## src/rtl/cbus_master_if.sv

```systemverilog
// Command/response and cbus AW/W/B/AR/R signal bundle for cbus_master.
// The master modport is the initiator view; slave is the controller/responder view.
interface cbus_master_if #(
    parameter int ADDR_W = 8
);
    logic              cmd_valid;
    logic              cmd_ready;
    logic              cmd_write;
    logic [ADDR_W-1:0] cmd_addr;
    logic [31:0]       cmd_wdata;
    logic [3:0]        cmd_wstrb;
    logic              rsp_valid;
    logic [31:0]       rsp_rdata;
    logic [1:0]        rsp_resp;

    logic [ADDR_W-1:0] cbus_awaddr;
    logic              cbus_awvalid;
    logic              cbus_awready;
    logic [31:0]       cbus_wdata;
    logic [3:0]        cbus_wstrb;
    logic              cbus_wvalid;
    logic              cbus_wready;
    logic [1:0]        cbus_bresp;
    logic              cbus_bvalid;
    logic              cbus_bready;
    logic [ADDR_W-1:0] cbus_araddr;
    logic              cbus_arvalid;
    logic              cbus_arready;
    logic [31:0]       cbus_rdata;
    logic [1:0]        cbus_rresp;
    logic              cbus_rvalid;
    logic              cbus_rready;

    modport master (
        input  cmd_valid, cmd_write, cmd_addr, cmd_wdata, cmd_wstrb,
        output cmd_ready, rsp_valid, rsp_rdata, rsp_resp,
        output cbus_awaddr, cbus_awvalid, cbus_wdata, cbus_wstrb, cbus_wvalid,
        output cbus_bready, cbus_araddr, cbus_arvalid, cbus_rready,
        input  cbus_awready, cbus_wready, cbus_bresp, cbus_bvalid,
        input  cbus_arready, cbus_rdata, cbus_rresp, cbus_rvalid
    );

    modport slave (
        output cmd_valid, cmd_write, cmd_addr, cmd_wdata, cmd_wstrb,
        input  cmd_ready, rsp_valid, rsp_rdata, rsp_resp,
        input  cbus_awaddr, cbus_awvalid, cbus_wdata, cbus_wstrb, cbus_wvalid,
        input  cbus_bready, cbus_araddr, cbus_arvalid, cbus_rready,
        output cbus_awready, cbus_wready, cbus_bresp, cbus_bvalid,
        output cbus_arready, cbus_rdata, cbus_rresp, cbus_rvalid
    );
endinterface

```

## src/rtl/cbus_master.sv

```systemverilog
// Single-outstanding cbus initiator: command/response in, AW/W/B/AR/R out, all outputs registered.
// Optional per-state wait abort enabled by defining CBUS_MASTER_TIMEOUT_EN.
//
// state | meaning
// IDLE  | cmd_ready high, waiting for a command
// WADDR | AW and W offered, each drops on its own handshake
// WRESP | bready high, waiting for B
// RADDR | AR offered
// RDATA | rready high, waiting for R
module cbus_master #(
    parameter int ADDR_W         = 8,
    parameter int TIMEOUT_CYCLES = 255
) (
    input  logic          clk,
    input  logic          rstn,
    cbus_master_if.master bus
);
    typedef enum logic [2:0] {IDLE, WADDR, WRESP, RADDR, RDATA} state_e;

    state_e            state_q, state_d;
    logic              cmd_ready_q, cmd_ready_d;
    logic              rsp_valid_q, rsp_valid_d;
    logic [31:0]       rsp_rdata_q, rsp_rdata_d;
    logic [1:0]        rsp_resp_q, rsp_resp_d;
    logic [ADDR_W-1:0] awaddr_q, awaddr_d;
    logic              awvalid_q, awvalid_d;
    logic [31:0]       wdata_q, wdata_d;
    logic [3:0]        wstrb_q, wstrb_d;
    logic              wvalid_q, wvalid_d;
    logic              bready_q, bready_d;
    logic [ADDR_W-1:0] araddr_q, araddr_d;
    logic              arvalid_q, arvalid_d;
    logic              rready_q, rready_d;

    logic accept, aw_done, w_done, ar_hs, b_hs, r_hs, timeout;

    assign accept  = bus.cmd_valid && cmd_ready_q;
    assign aw_done = !awvalid_q || bus.cbus_awready;
    assign w_done  = !wvalid_q || bus.cbus_wready;
    assign ar_hs   = arvalid_q && bus.cbus_arready;
    assign b_hs    = bready_q && bus.cbus_bvalid;
    assign r_hs    = rready_q && bus.cbus_rvalid;

`ifdef CBUS_MASTER_TIMEOUT_EN
    localparam int TMO_W = $clog2(TIMEOUT_CYCLES + 1);
    logic [TMO_W-1:0] tmo_q, tmo_d;

    // Down-counter reloaded on every state change; terminal count aborts the wait.
    assign timeout = (state_q != IDLE) && (tmo_q == '0);

    always_comb begin
        tmo_d = tmo_q;
        if (state_d != state_q) begin
            tmo_d = TMO_W'(TIMEOUT_CYCLES - 1);
        end else if (tmo_q != '0) begin
            tmo_d = tmo_q - TMO_W'(1);
        end
    end

    always_ff @(posedge clk or negedge rstn) begin
        if (!rstn) begin
            tmo_q <= '0;
        end else begin
            tmo_q <= tmo_d;
        end
    end
`else
    logic unused_timeout_cycles;
    assign unused_timeout_cycles = (TIMEOUT_CYCLES != 0);
    assign timeout = 1'b0;
`endif

    always_ff @(posedge clk or negedge rstn) begin
        if (!rstn) begin
            state_q     <= IDLE;
            cmd_ready_q <= 1'b1;
            rsp_valid_q <= 1'b0;
            rsp_rdata_q <= '0;
            rsp_resp_q  <= '0;
            awaddr_q    <= '0;
            awvalid_q   <= 1'b0;
            wdata_q     <= '0;
            wstrb_q     <= '0;
            wvalid_q    <= 1'b0;
            bready_q    <= 1'b0;
            araddr_q    <= '0;
            arvalid_q   <= 1'b0;
            rready_q    <= 1'b0;
        end else begin
            state_q     <= state_d;
            cmd_ready_q <= cmd_ready_d;
            rsp_valid_q <= rsp_valid_d;
            rsp_rdata_q <= rsp_rdata_d;
            rsp_resp_q  <= rsp_resp_d;
            awaddr_q    <= awaddr_d;
            awvalid_q   <= awvalid_d;
            wdata_q     <= wdata_d;
            wstrb_q     <= wstrb_d;
            wvalid_q    <= wvalid_d;
            bready_q    <= bready_d;
            araddr_q    <= araddr_d;
            arvalid_q   <= arvalid_d;
            rready_q    <= rready_d;
        end
    end

    always_comb begin
        state_d = state_q;
        case (state_q)
            IDLE:    if (accept) state_d = bus.cmd_write ? WADDR : RADDR;
            WADDR:   if (aw_done && w_done) state_d = WRESP;
            WRESP:   if (b_hs) state_d = IDLE;
            RADDR:   if (ar_hs) state_d = RDATA;
            RDATA:   if (r_hs) state_d = IDLE;
            default: state_d = IDLE;
        endcase
        if (timeout) state_d = IDLE;
    end

    // Output next-values derive from state_d so every output can be a flop.
    always_comb begin
        cmd_ready_d = (state_d == IDLE);
        bready_d    = (state_d == WRESP);
        arvalid_d   = (state_d == RADDR);
        rready_d    = (state_d == RDATA);

        awvalid_d = 1'b0;
        wvalid_d  = 1'b0;
        if (state_q == IDLE) begin
            awvalid_d = accept && bus.cmd_write;
            wvalid_d  = accept && bus.cmd_write;
        end else if (state_q == WADDR && !timeout) begin
            awvalid_d = awvalid_q && !bus.cbus_awready;
            wvalid_d  = wvalid_q && !bus.cbus_wready;
        end

        awaddr_d = awaddr_q;
        wdata_d  = wdata_q;
        wstrb_d  = wstrb_q;
        araddr_d = araddr_q;
        if (accept && bus.cmd_write) begin
            awaddr_d = bus.cmd_addr;
            wdata_d  = bus.cmd_wdata;
            wstrb_d  = bus.cmd_wstrb;
        end
        if (accept && !bus.cmd_write) begin
            araddr_d = bus.cmd_addr;
        end

        rsp_valid_d = b_hs || r_hs || timeout;
        rsp_resp_d  = rsp_resp_q;
        rsp_rdata_d = rsp_rdata_q;
        if (timeout) begin
            rsp_resp_d  = 2'b10;
            rsp_rdata_d = '0;
        end else if (b_hs) begin
            rsp_resp_d  = bus.cbus_bresp;
            rsp_rdata_d = '0;
        end else if (r_hs) begin
            rsp_resp_d  = bus.cbus_rresp;
            rsp_rdata_d = bus.cbus_rdata;
        end
    end

    assign bus.cmd_ready    = cmd_ready_q;
    assign bus.rsp_valid    = rsp_valid_q;
    assign bus.rsp_rdata    = rsp_rdata_q;
    assign bus.rsp_resp     = rsp_resp_q;
    assign bus.cbus_awaddr  = awaddr_q;
    assign bus.cbus_awvalid = awvalid_q;
    assign bus.cbus_wdata   = wdata_q;
    assign bus.cbus_wstrb   = wstrb_q;
    assign bus.cbus_wvalid  = wvalid_q;
    assign bus.cbus_bready  = bready_q;
    assign bus.cbus_araddr  = araddr_q;
    assign bus.cbus_arvalid = arvalid_q;
    assign bus.cbus_rready  = rready_q;
endmodule

```

## src/flat_wrapper.sv

```systemverilog
// flat-port wrapper written by rule: the top's interface ports become plain ports
module cbus_master_flat 
#(
    parameter int ADDR_W         = 8,
    parameter int TIMEOUT_CYCLES = 255
)
  (clk, rstn, bus_cmd_valid, bus_cmd_write, bus_cmd_addr, bus_cmd_wdata, bus_cmd_wstrb, bus_cmd_ready, bus_rsp_valid, bus_rsp_rdata, bus_rsp_resp, bus_cbus_awaddr, bus_cbus_awvalid, bus_cbus_wdata, bus_cbus_wstrb, bus_cbus_wvalid, bus_cbus_bready, bus_cbus_araddr, bus_cbus_arvalid, bus_cbus_rready, bus_cbus_awready, bus_cbus_wready, bus_cbus_bresp, bus_cbus_bvalid, bus_cbus_arready, bus_cbus_rdata, bus_cbus_rresp, bus_cbus_rvalid);
  cbus_master_if #(.ADDR_W(ADDR_W)) bus_i ();
  input  logic clk;
  input  logic rstn;
  input wire logic [$bits(bus_i.cmd_valid)-1:0] bus_cmd_valid;
  input wire logic [$bits(bus_i.cmd_write)-1:0] bus_cmd_write;
  input wire logic [$bits(bus_i.cmd_addr)-1:0] bus_cmd_addr;
  input wire logic [$bits(bus_i.cmd_wdata)-1:0] bus_cmd_wdata;
  input wire logic [$bits(bus_i.cmd_wstrb)-1:0] bus_cmd_wstrb;
  output wire logic [$bits(bus_i.cmd_ready)-1:0] bus_cmd_ready;
  output wire logic [$bits(bus_i.rsp_valid)-1:0] bus_rsp_valid;
  output wire logic [$bits(bus_i.rsp_rdata)-1:0] bus_rsp_rdata;
  output wire logic [$bits(bus_i.rsp_resp)-1:0] bus_rsp_resp;
  output wire logic [$bits(bus_i.cbus_awaddr)-1:0] bus_cbus_awaddr;
  output wire logic [$bits(bus_i.cbus_awvalid)-1:0] bus_cbus_awvalid;
  output wire logic [$bits(bus_i.cbus_wdata)-1:0] bus_cbus_wdata;
  output wire logic [$bits(bus_i.cbus_wstrb)-1:0] bus_cbus_wstrb;
  output wire logic [$bits(bus_i.cbus_wvalid)-1:0] bus_cbus_wvalid;
  output wire logic [$bits(bus_i.cbus_bready)-1:0] bus_cbus_bready;
  output wire logic [$bits(bus_i.cbus_araddr)-1:0] bus_cbus_araddr;
  output wire logic [$bits(bus_i.cbus_arvalid)-1:0] bus_cbus_arvalid;
  output wire logic [$bits(bus_i.cbus_rready)-1:0] bus_cbus_rready;
  input wire logic [$bits(bus_i.cbus_awready)-1:0] bus_cbus_awready;
  input wire logic [$bits(bus_i.cbus_wready)-1:0] bus_cbus_wready;
  input wire logic [$bits(bus_i.cbus_bresp)-1:0] bus_cbus_bresp;
  input wire logic [$bits(bus_i.cbus_bvalid)-1:0] bus_cbus_bvalid;
  input wire logic [$bits(bus_i.cbus_arready)-1:0] bus_cbus_arready;
  input wire logic [$bits(bus_i.cbus_rdata)-1:0] bus_cbus_rdata;
  input wire logic [$bits(bus_i.cbus_rresp)-1:0] bus_cbus_rresp;
  input wire logic [$bits(bus_i.cbus_rvalid)-1:0] bus_cbus_rvalid;
  assign bus_i.cmd_valid = bus_cmd_valid;
  assign bus_i.cmd_write = bus_cmd_write;
  assign bus_i.cmd_addr = bus_cmd_addr;
  assign bus_i.cmd_wdata = bus_cmd_wdata;
  assign bus_i.cmd_wstrb = bus_cmd_wstrb;
  assign bus_cmd_ready = bus_i.cmd_ready;
  assign bus_rsp_valid = bus_i.rsp_valid;
  assign bus_rsp_rdata = bus_i.rsp_rdata;
  assign bus_rsp_resp = bus_i.rsp_resp;
  assign bus_cbus_awaddr = bus_i.cbus_awaddr;
  assign bus_cbus_awvalid = bus_i.cbus_awvalid;
  assign bus_cbus_wdata = bus_i.cbus_wdata;
  assign bus_cbus_wstrb = bus_i.cbus_wstrb;
  assign bus_cbus_wvalid = bus_i.cbus_wvalid;
  assign bus_cbus_bready = bus_i.cbus_bready;
  assign bus_cbus_araddr = bus_i.cbus_araddr;
  assign bus_cbus_arvalid = bus_i.cbus_arvalid;
  assign bus_cbus_rready = bus_i.cbus_rready;
  assign bus_i.cbus_awready = bus_cbus_awready;
  assign bus_i.cbus_wready = bus_cbus_wready;
  assign bus_i.cbus_bresp = bus_cbus_bresp;
  assign bus_i.cbus_bvalid = bus_cbus_bvalid;
  assign bus_i.cbus_arready = bus_cbus_arready;
  assign bus_i.cbus_rdata = bus_cbus_rdata;
  assign bus_i.cbus_rresp = bus_cbus_rresp;
  assign bus_i.cbus_rvalid = bus_cbus_rvalid;
  cbus_master #(.ADDR_W(ADDR_W), .TIMEOUT_CYCLES(TIMEOUT_CYCLES)) u_core (.clk(clk), .rstn(rstn), .bus(bus_i));
endmodule
```

## config.mk

```make
export PLATFORM = sky130hd
export DESIGN_NAME = cbus_master_flat
export DESIGN_NICKNAME = d
export VERILOG_FILES = /design/src/rtl/cbus_master_if.sv /design/src/rtl/cbus_master.sv /design/src/flat_wrapper.sv
export SDC_FILE = /design/constraint.sdc
export NUM_CORES = 1
export LEC_CHECK = 0
export BUFFER_PORTS_ARGS = -buffer_cell sky130_fd_sc_hd__buf_2
export CAP_MARGIN = 0
export CORE_AREA = 2 2 97 99
export CTS_BUF_LIST = sky130_fd_sc_hd__clkbuf_2
export DETAILED_ROUTE_END_ITERATION = 8
export DIE_AREA = 0 0 99 101
export PLACE_DENSITY = 0.76
export SLEW_MARGIN = 20
export SYNTH_ARGS = -nofsm -noshare
export SYNTH_HDL_FRONTEND = slang
export SYNTH_SLANG_ARGS = --single-unit
```

## constraint.sdc

```tcl
create_clock -name clk -period 1.8 [get_ports clk]
set_clock_uncertainty 0.15 [all_clocks]
set_input_delay 0.54 -clock clk [delete_from_list [all_inputs] [get_ports clk]]
set_output_delay 0.54 -clock clk [all_outputs]
set_load 0.1 [all_outputs]
```

==> results of run 1 <==
-- cells by family after synthesis --
family / after synthesis
buffers and inverters: 17
muxes: 55
AOI/OAI and AO/OA: 47
and+or+nand+nor: 87
DFF: 96
-- timing repair --
| action | CTS | global route |
|---|---|---|
| buffers inserted | 28 | 23 |
| hold buffers | 1 | 5 |
| pin swaps | 0 | 0 |
| hold endpoints to repair | 71 | 5 |
| endpoints found under the setup margin | 93 | 94 |
| gates resized for setup | 338 | 12 |
-- flip-flops by register name, indices dropped and copies added (netlist names) --
register / cells
u_core.bus.cbus_wvalid: 1
u_core.bus.cmd_ready: 1
u_core.bus.cbus_bready: 1
u_core.bus.cbus_awvalid: 1
u_core.bus.rsp_rdata: 32
u_core.state_q: 3
u_core.bus.cbus_wstrb: 4
u_core.bus.rsp_valid: 1
u_core.bus.cbus_araddr: 8
u_core.bus.rsp_resp: 2
u_core.bus.cbus_arvalid: 1
u_core.bus.cbus_rready: 1
u_core.bus.cbus_awaddr: 8
u_core.bus.cbus_wdata: 32
-- per-layer routing --
| layer | track usage, % | wire (um) | up-vias |
|---|---|---|---|
| met5 | 0 | 0 | - |
| met4 | 8.75 | 284 | 0 |
| met3 | 5.06 | 714 | 22 |
| met2 | 44.8 | 7130 | 149 |
| met1 | 25.3 | 4400 | 1660 |
| li1 | - | - | 1505 |
-- cell type report --
class | instances | share of cell area, %
Clock inverter | 6 | 0.632
Inverter | 1 | 0.0542
Clock buffer | 10 | 0.722
Multi-Input combinational cell | 189 | 20.3
Tap cell | 111 | 2.00
Timing Repair Buffer | 251 | 41.5
Sequential cell | 96 | 34.8
-- worst min-delay path: cells and delay by family --
family	cells	cell delay (ns)
AOI/OAI and AO/OA	1	0.05
buffers and inverters	1	0.10
and+or+nand+nor	1	0.04
-- per-stage QoR --
| stage | area, um2 | setup slack [ns] | util [%] |
|---|---|---|---|
| global route | 6930 | -0.330 | 77.2 |
| floorplan | 3910 | 0.0708 | - |
| CTS | 6650 | -0.305 | 74.0 |
| detailed placement | 5080 | 0.0918 | 56.6 |
| global placement | 5080 | 0.140 | 56.6 |
| finish | 6930 | -0.272 | 77.2 |
-- worst paths after layout --
kind | endpoint | slack, ns | from
min in group asynchronous | u_core.bus.cbus_wvalid | 0.23 | rstn
max | bus_cmd_ready | -0.27 | u_core.bus.cmd_ready
min reg2reg | u_core.bus.cbus_awvalid | 0.44 | u_core.state_q[1]
min | u_core.bus.rsp_rdata[9] | 0.008 | bus_cbus_rdata[9]
max reg2reg | u_core.bus.cbus_wdata[24] | 0.05 | u_core.bus.cmd_ready
max in group asynchronous | u_core.bus.cbus_wdata[22] | 0.70 | rstn
-- layout by cell type (no fill, tap or decap), types with 2 or more instances in the layout --
master         instances
mux2i_1                3
dfrtp_2                2
nand2_1               71
nor2_1                 3
mux2_2                12
buf_2                 87
nor2b_1                2
buf_4                 60
clkbuf_2              10
dlygate4sd3_1          6
a21oi_1               36
mux2_4                40
buf_8                  4
and2_1                 3
buf_12                93
or2_2                  2
o21ai_0                4
nand3_1                2
nand2b_1               2
clkinvlp_4             4
a2bb2oi_1              2
dfrtp_1               93
==> qor.csv, run 1 <==
stage,metric,value,unit
worst_setup_path,slowest_delay,0.69,ns
clock_tree,cts-buffers-inserted,9,
worst_setup_path,path_delay_family,flip-flops,
finish,instances_no_fill,664,
synthesis,synth_edf_count,0,
worst_hold_path,hp-class,input pin to flip-flop,
die,core,8980,um2
synthesis,synthMuxAreaShare,19.6,%
timing,setup_viol,93,
synthesis,yosys.area_share.adder,0,%
worst_setup_path,cp.required,1.11,ns
timing,tightestPinTransition,0.372,ns
drt,post_drt_via_cell_ratio,5.02,
synthesis,seq_area_frac_synth,61.5,%
die,die-area,10000,um2
clock_tree,cts_tree,yes,
die,start_util,43.5,%
worst_setup_path,r2r_cells,4,
drt,wire_per_inst,18.9,um
grt,grt_pass1_wl,18.2,mm
synthesis,async_flop_share,100,%
synthesis,syn_inst,302,
worst_hold_path,hold_path_depth,3,
clock_tree,clk_pin_slew,0.30,ns
synthesis,syn_avg_cell_area,12.9,um2
synthesis,yosys-top-cells-area,"dfrtp_1, mux2_4, nand2_1, a21oi_1, mux2_2",
finish,area_growth,77.4,%
die,row_count,35,
clock_tree,clk_path_buf_depth,2,
run,max_cap_viol_count,0,
finish,fin_nets,637,
die,die_x,99,um
worst_setup_path,path_buf_inv,1,
clock_tree,ctsHtreeMaxLevel,3,
timing,rsz0062_at_grt,true,
synthesis,synth-xor-area-share,0,%
synthesis,ys.flop_type,dfrtp_1,
worst_setup_path,critical_path_depth,1,
synthesis,synthTopCellsByCount,"dfrtp_1, nand2_1, mux2_4, a21oi_1, mux2_2",
timing,max_freq,0.483,GHz
timing,finalSetupTns,-8.14,ns
timing,hold_violations,0,
synthesis,yosys.area_share.simple,9.55,%
worst_setup_path,crit_fanout,2,
worst_setup_path,end_kind,primary output,
die,pin_count,182,
status,outcome,"finished, violations left",
synthesis,synth_top_area_share,60.9,%
finish,antennaDiodeCount,0,
synthesis,yosysWarnings,0,
synthesis,ys_ff_latch,96,
clock_tree,root_buffer,clkbuf_2,
grt,grt-ovfl-total,0,
synthesis,synth_top_family_by_area,multiplexers,
drt,drt_iter0_markers,84,
worst_setup_path,cp_cell_sequence,buf_12,
finish,ff_latch_area,2410,um2
drt,firstDrtPassIters,5,
drt,drc,0,
grt,grt_use_total,23.5,%
synthesis,synth-compound-area-share,6.66,%
die,die_height,101,um
finish,multi_input_area,1400,um2
place,gp_congestion,0.798,
drt,vias,3336,
grt,first_global_vias,3588,
finish,n_fill_cell,528,
synthesis,synth.most_common_cell,dfrtp_1,
timing,fin_crit,2.07,ns
place,port_buffers,181,
finish,drive_above_1_share,58.2,%
grt,grt_max_degree,35,
synthesis,synth_cell_types,25,
clock_tree,clk_latency,0.53,ns
timing,drv_slew,0,
timing,min_period_over_period,115,%
worst_setup_path,cp.arrival,1.38,ns
worst_setup_path,cp-start-kind,flip-flop,
timing,layout_setup_ws,-0.272,ns
worst_setup_path,critPathKind,flip-flop to primary output,
grt,antenna_found_initial,0,
synthesis,syn_area,3910,um2
synthesis,syn_nets,391,
clock_tree,clock_sinks,96,
drt,ant_nets,0,
place,dp.cells,591,
place,hpwl,6.71,mm
timing,slew_headroom,75.2,%
synthesis,synth_top_cell_by_area,dfrtp_1,
worst_setup_path,crit_slowest_cell,dfstp_4,
drt,drt_wl_total,12.5,mm
status,violations,setup timing,
timing,holdWs,0.00800,ns
Power of run 1 is not shown: default switching activity piles up to over one toggle a cycle in this logic, so the estimate is an artifact.
==> inputs of run 2 (changes only) <==
CTS_BUF_LIST = sky130_fd_sc_hd__clkbuf_4   (was sky130_fd_sc_hd__clkbuf_2)
CTS_CLUSTER_SIZE = 16   (was not set)
==> qor.csv, run 2 (same netlist as run 1, synthesis figures left out) <==
stage,metric,value,unit
die,row_count,35,
worst_hold_path,min_from,bus_cmd_wdata[17],
drt,ant_nets,0,
finish,n_fill_cell,644,
finish,area_growth,54.3,%
die,die-area,10000,um2
finish,fin_nets,591,
run,max_cap_viol_count,0,
finish,layout_common_cells,"dfrtp_1, buf_2, nand2_1",
clock_tree,root_buffer,clkbuf_4,
drt,met1Wirelength,3.91,mm
grt,antenna_found_initial,0,
drt,dr_wl_met2,5.33,mm
finish,drive_above_1_share,55.2,%
clock_tree,cts_tree,yes,
place,dp.cells,591,
worst_setup_path,crit_fanout,2,
worst_setup_path,cp-start-kind,flip-flop,
die,start_util,43.5,%
worst_setup_path,r2r_cells,4,
worst_setup_path,r2r_end,u_core.bus.cbus_awaddr[5],
timing,rsz0062_at_grt,true,
status,outcome,"finished, violations left",
timing,min_period_over_period,107,%
worst_setup_path,crit_slowest_cell,dfstp_4,
drt,post_drt_via_cell_ratio,4.95,
worst_hold_path,hp-class,input pin to flip-flop,
finish,finalCoreUtilization,67.1,%
timing,slew_headroom,77.0,%
worst_setup_path,path_delay_family,flip-flops,
timing,setup_viol,1,
drt,dr_wl_met3,652,um
clock_tree,clk_latency,0.41,ns
grt,grt_pass1_wl,14.9,mm
drt,wire_per_inst,16.2,um
timing,drv_slew,0,
finish,instances_no_fill,618,
timing,tightestPinTransition,0.345,ns
worst_setup_path,crit_path_start,u_core.bus.cmd_ready,
die,die_x,99,um
clock_tree,clk_path_buf_depth,2,
worst_setup_path,end_kind,primary output,
grt,first_global_vias,3120,
clock_tree,ctsHtreeMaxLevel,3,
worst_setup_path,cp.required,1.11,ns
drt,firstDrtPassIters,4,
drt,vias,3062,
worst_setup_path,cp_cell_sequence,buf_12,
drt,drc,0,
place,post-place-ws,0.0918,ns
timing,layout_setup_ws,-0.120,ns
worst_setup_path,slowest_delay,0.66,ns
drt,drt_wl_total,10.0,mm
grt,grt-ovfl-total,0,
drt,dr.max_layer_used,met4,
timing,holdWs,0.179,ns
clock_tree,clk_pin_slew,0.16,ns
finish,antennaDiodeCount,0,
timing,fin_crit,1.92,ns
die,core,8980,um2
worst_setup_path,critPathKind,flip-flop to primary output,
timing,hold_violations,0,
grt,grt_use_total,18.5,%
status,violations,setup timing,
worst_setup_path,rrSetupSlack,0.07,ns
clock_tree,cts-buffers-inserted,9,
worst_hold_path,hold_path_depth,2,
die,die_height,101,um
clock_tree,clock_sinks,96,
die,pin_count,182,
worst_setup_path,r2r-start,u_core.bus.cmd_ready,
place,port_buffers,181,
place,gp_congestion,0.798,
worst_setup_path,cp.arrival,1.23,ns
drt,drt_iter0_markers,82,
timing,max_freq,0.521,GHz
worst_hold_path,hold_path_end,u_core.bus.cbus_wdata[17],
finish,final_common_cell,dfrtp_1,
grt,grt_max_degree,35,
place,hpwl,6.71,mm
worst_setup_path,path_buf_inv,1,
run 2: cell types whose count changed in the layout (fill, tap and decap cells not counted), sizes merged:
cell         before  now
dlygate4sd3       6    1
buf             245  204
run 2: final cells by class:
| cell class | instances | area (um2) | area share (%) |
|---|---|---|---|
| Clock buffer | 10 | 75.1 | 1.25 |
| Clock inverter | 6 | 43.8 | 0.727 |
| Inverter | 1 | 3.75 | 0.0623 |
| Multi-Input combinational cell | 189 | 1400 | 23.2 |
| Sequential cell | 96 | 2410 | 40.0 |
| Tap cell | 111 | 139 | 2.30 |
| Timing Repair Buffer | 205 | 1960 | 32.5 |
run 2: worst max-delay path by stage:
stage	to	slack, ns	depth (start not counted)
2_1_floorplan	u_core.bus.cbus_awaddr[4]	0.07	3
3_3_place_gp	u_core.bus.cbus_wdata[27]	0.14	4
3_5_place_dp	u_core.bus.cbus_araddr[5]	0.09	3
4_1_cts	bus_cmd_ready	-0.16	1
5_1_grt	bus_cmd_ready	-0.17	1
6_report	bus_cmd_ready	-0.12	1
run 2: per-layer routing:
metal,up-vias,track usage (%)
met5,-,0
met3,11,3.81
met4,0,6.11
met2,124,30.9
met1,1514,24.2
li1,1413,-
run 2: what timing repair did:
item | 4_1_cts | 5_1_grt
pin swaps | 0 | 0
setup buffers | 1 | 9
resized for setup | 159 | 63
endpoints found under the setup margin | 89 | 54
hold buffers | 1 | 0
endpoints found under the hold margin | 18 | 0
cloned | 0 | 0
run 2: per-stage QoR:
step	cell area, um2	setup TNS (ns)
finish	6030	-0.120
CTS	5710	-0.156
detailed placement	5080	0
floorplan	3910	0
global placement	5080	0
global route	6030	-0.316
Power of run 2 is left out for the same reason.
==> inputs of run 3 (changes only) <==
CORE_AREA = 3 3 98 100   (was 2 2 97 99)
DIE_AREA = 0 0 101 103   (was 0 0 99 101)
SKIP_LAST_GASP = 1   (was not set)
==> qor.csv, run 3 (same netlist as run 1, synthesis figures left out) <==
stage,metric,value,unit
worst_setup_path,cp.required,1.11,ns
place,gp_congestion,0.813,
worst_setup_path,crit_slowest_cell,dfstp_4,
worst_setup_path,path_delay_family,flip-flops,
worst_setup_path,cp_cell_sequence,buf_12,
drt,vias,3123,
clock_tree,root_buffer,clkbuf_4,
finish,area_growth,63.6,%
finish,finalCoreUtilization,72.9,%
die,die_x,101,um
grt,grt_pass1_wl,15.7,mm
timing,min_period_over_period,107,%
worst_setup_path,rrSetupSlack,0.04,ns
die,die-area,10400,um2
clock_tree,clk_path_buf_depth,2,
status,violations,setup timing,
die,die_height,103,um
worst_hold_path,hp-class,input pin to flip-flop,
worst_setup_path,cp.arrival,1.24,ns
finish,layout_common_cells,"dfrtp_1, buf_2, nand2_1",
drt,wire_per_inst,18.4,um
place,placed_cell_area,5040,um2
clock_tree,clock_sinks,96,
finish,fin_nets,598,
worst_setup_path,critPathKind,flip-flop to primary output,
drt,firstDrtPassIters,4,
worst_hold_path,min_from,bus_cbus_rdata[7],
timing,tightestPinTransition,0.354,ns
place,port_buffers,181,
worst_setup_path,r2r-start,u_core.bus.cmd_ready,
worst_setup_path,path_buf_inv,1,
grt,grt-ovfl-total,0,
status,outcome,"finished, violations left",
worst_setup_path,cp-start-kind,flip-flop,
worst_setup_path,r2r_cells,5,
timing,slew_headroom,76.4,%
drt,ant_nets,0,
clock_tree,clk_latency,0.41,ns
clock_tree,ctsHtreeMaxLevel,3,
die,pin_count,182,
timing,rsz0062_at_grt,true,
grt,first_global_vias,3201,
worst_setup_path,crit_fanout,2,
die,start_util,44.6,%
timing,setup_viol,2,
clock_tree,cts_tree,yes,
timing,finalSetupTns,-0.134,ns
drt,drt_wl_total,11.4,mm
timing,fin_crit,1.93,ns
clock_tree,cts-buffers-inserted,9,
grt,antenna_found_initial,1,
finish,final_common_cell,dfrtp_1,
timing,hold_violations,0,
grt,grt_max_degree,53,
finish,fin_area,6390,um2
worst_hold_path,hold_path_depth,3,
drt,post_drt_via_cell_ratio,5.02,
place,hpwl,6.97,mm
timing,layout_setup_ws,-0.127,ns
worst_hold_path,hold_path_end,u_core.bus.rsp_rdata[7],
clock_tree,clk_pin_slew,0.17,ns
die,row_count,34,
drt,drt_iter0_markers,95,
grt,grt_use_total,19.6,%
drt,drc,0,
finish,drive_above_1_share,56.1,%
run,max_cap_viol_count,0,
timing,max_freq,0.519,GHz
timing,drv_slew,0,
worst_setup_path,r2r_end,u_core.bus.cbus_awvalid,
worst_setup_path,slowest_delay,0.66,ns
die,core,8760,um2
worst_setup_path,end_kind,primary output,
## run 3: cell count changes in the layout (fill, tap and decap cells not counted)
cell        change
dfrtp_1         -1
bufinv_16       +2
dfrtp_2         +1
buf_8           +1
diode_2         +1
clkinvlp_4      -3
a211oi_1        -1
buf_4           +6
a211oi_2        +1
buf_12         +30
buf_6          -30
## run 3: what timing repair did
| action | in CTS | in global routing |
|---|---|---|
| endpoints found under the setup margin | 91 | 76 |
| buffers inserted | 1 | 17 |
| hold buffers | 1 | 0 |
| gates resized for setup | 172 | 122 |
| hold endpoints to repair | 95 | 0 |
## run 3: how the worst max path moves through the flow
stage                                     from                         to  slack (ns)  cells past startpoint
after floorplan           u_core.bus.cmd_ready  u_core.bus.cbus_awaddr[4]        0.07                      3
after global placement           bus_cmd_valid  u_core.bus.cbus_awaddr[0]        0.16                      4
after detailed placement         bus_cmd_write  u_core.bus.cbus_araddr[4]        0.14                      3
after CTS                 u_core.bus.cmd_ready              bus_cmd_ready       -0.17                      1
after global routing      u_core.bus.cmd_ready              bus_cmd_ready       -0.20                      1
final                     u_core.bus.cmd_ready              bus_cmd_ready       -0.13                      1
## run 3: per-layer routing
metal	vias up	global-route usage, %	part of all wire, %	wire length, um
met1	1568	23.0	37	4180
met3	12	3.65	5.2	598
met5	-	0	0	0
met2	115	35.7	57	6470
li1	1428	-	-	-
met4	0	7.36	1.4	165
## run 3: layout make-up
cell class / instances / area, um2
diodes: 1 / 2.50
clock buffers: 10 / 75.1
clock inverters: 5 / 81.3
fillers: 572 / 2370
inverters: 1 / 3.75
multi-input cells: 189 / 1400
flip-flops and latches: 96 / 2410
well taps: 108 / 135
repair buffers: 212 / 2280
## run 3: metrics by stage
step	setup slack [ns]	hold slack [ns]	std cells
floorplan	0.0708	0.0944	302
global placement	0.165	0.335	587
detailed placement	0.136	0.336	587
CTS	-0.166	0.137	604
global route	-0.201	0.137	622
finish	-0.127	0.159	622
Power of run 3 is left out for the same reason.
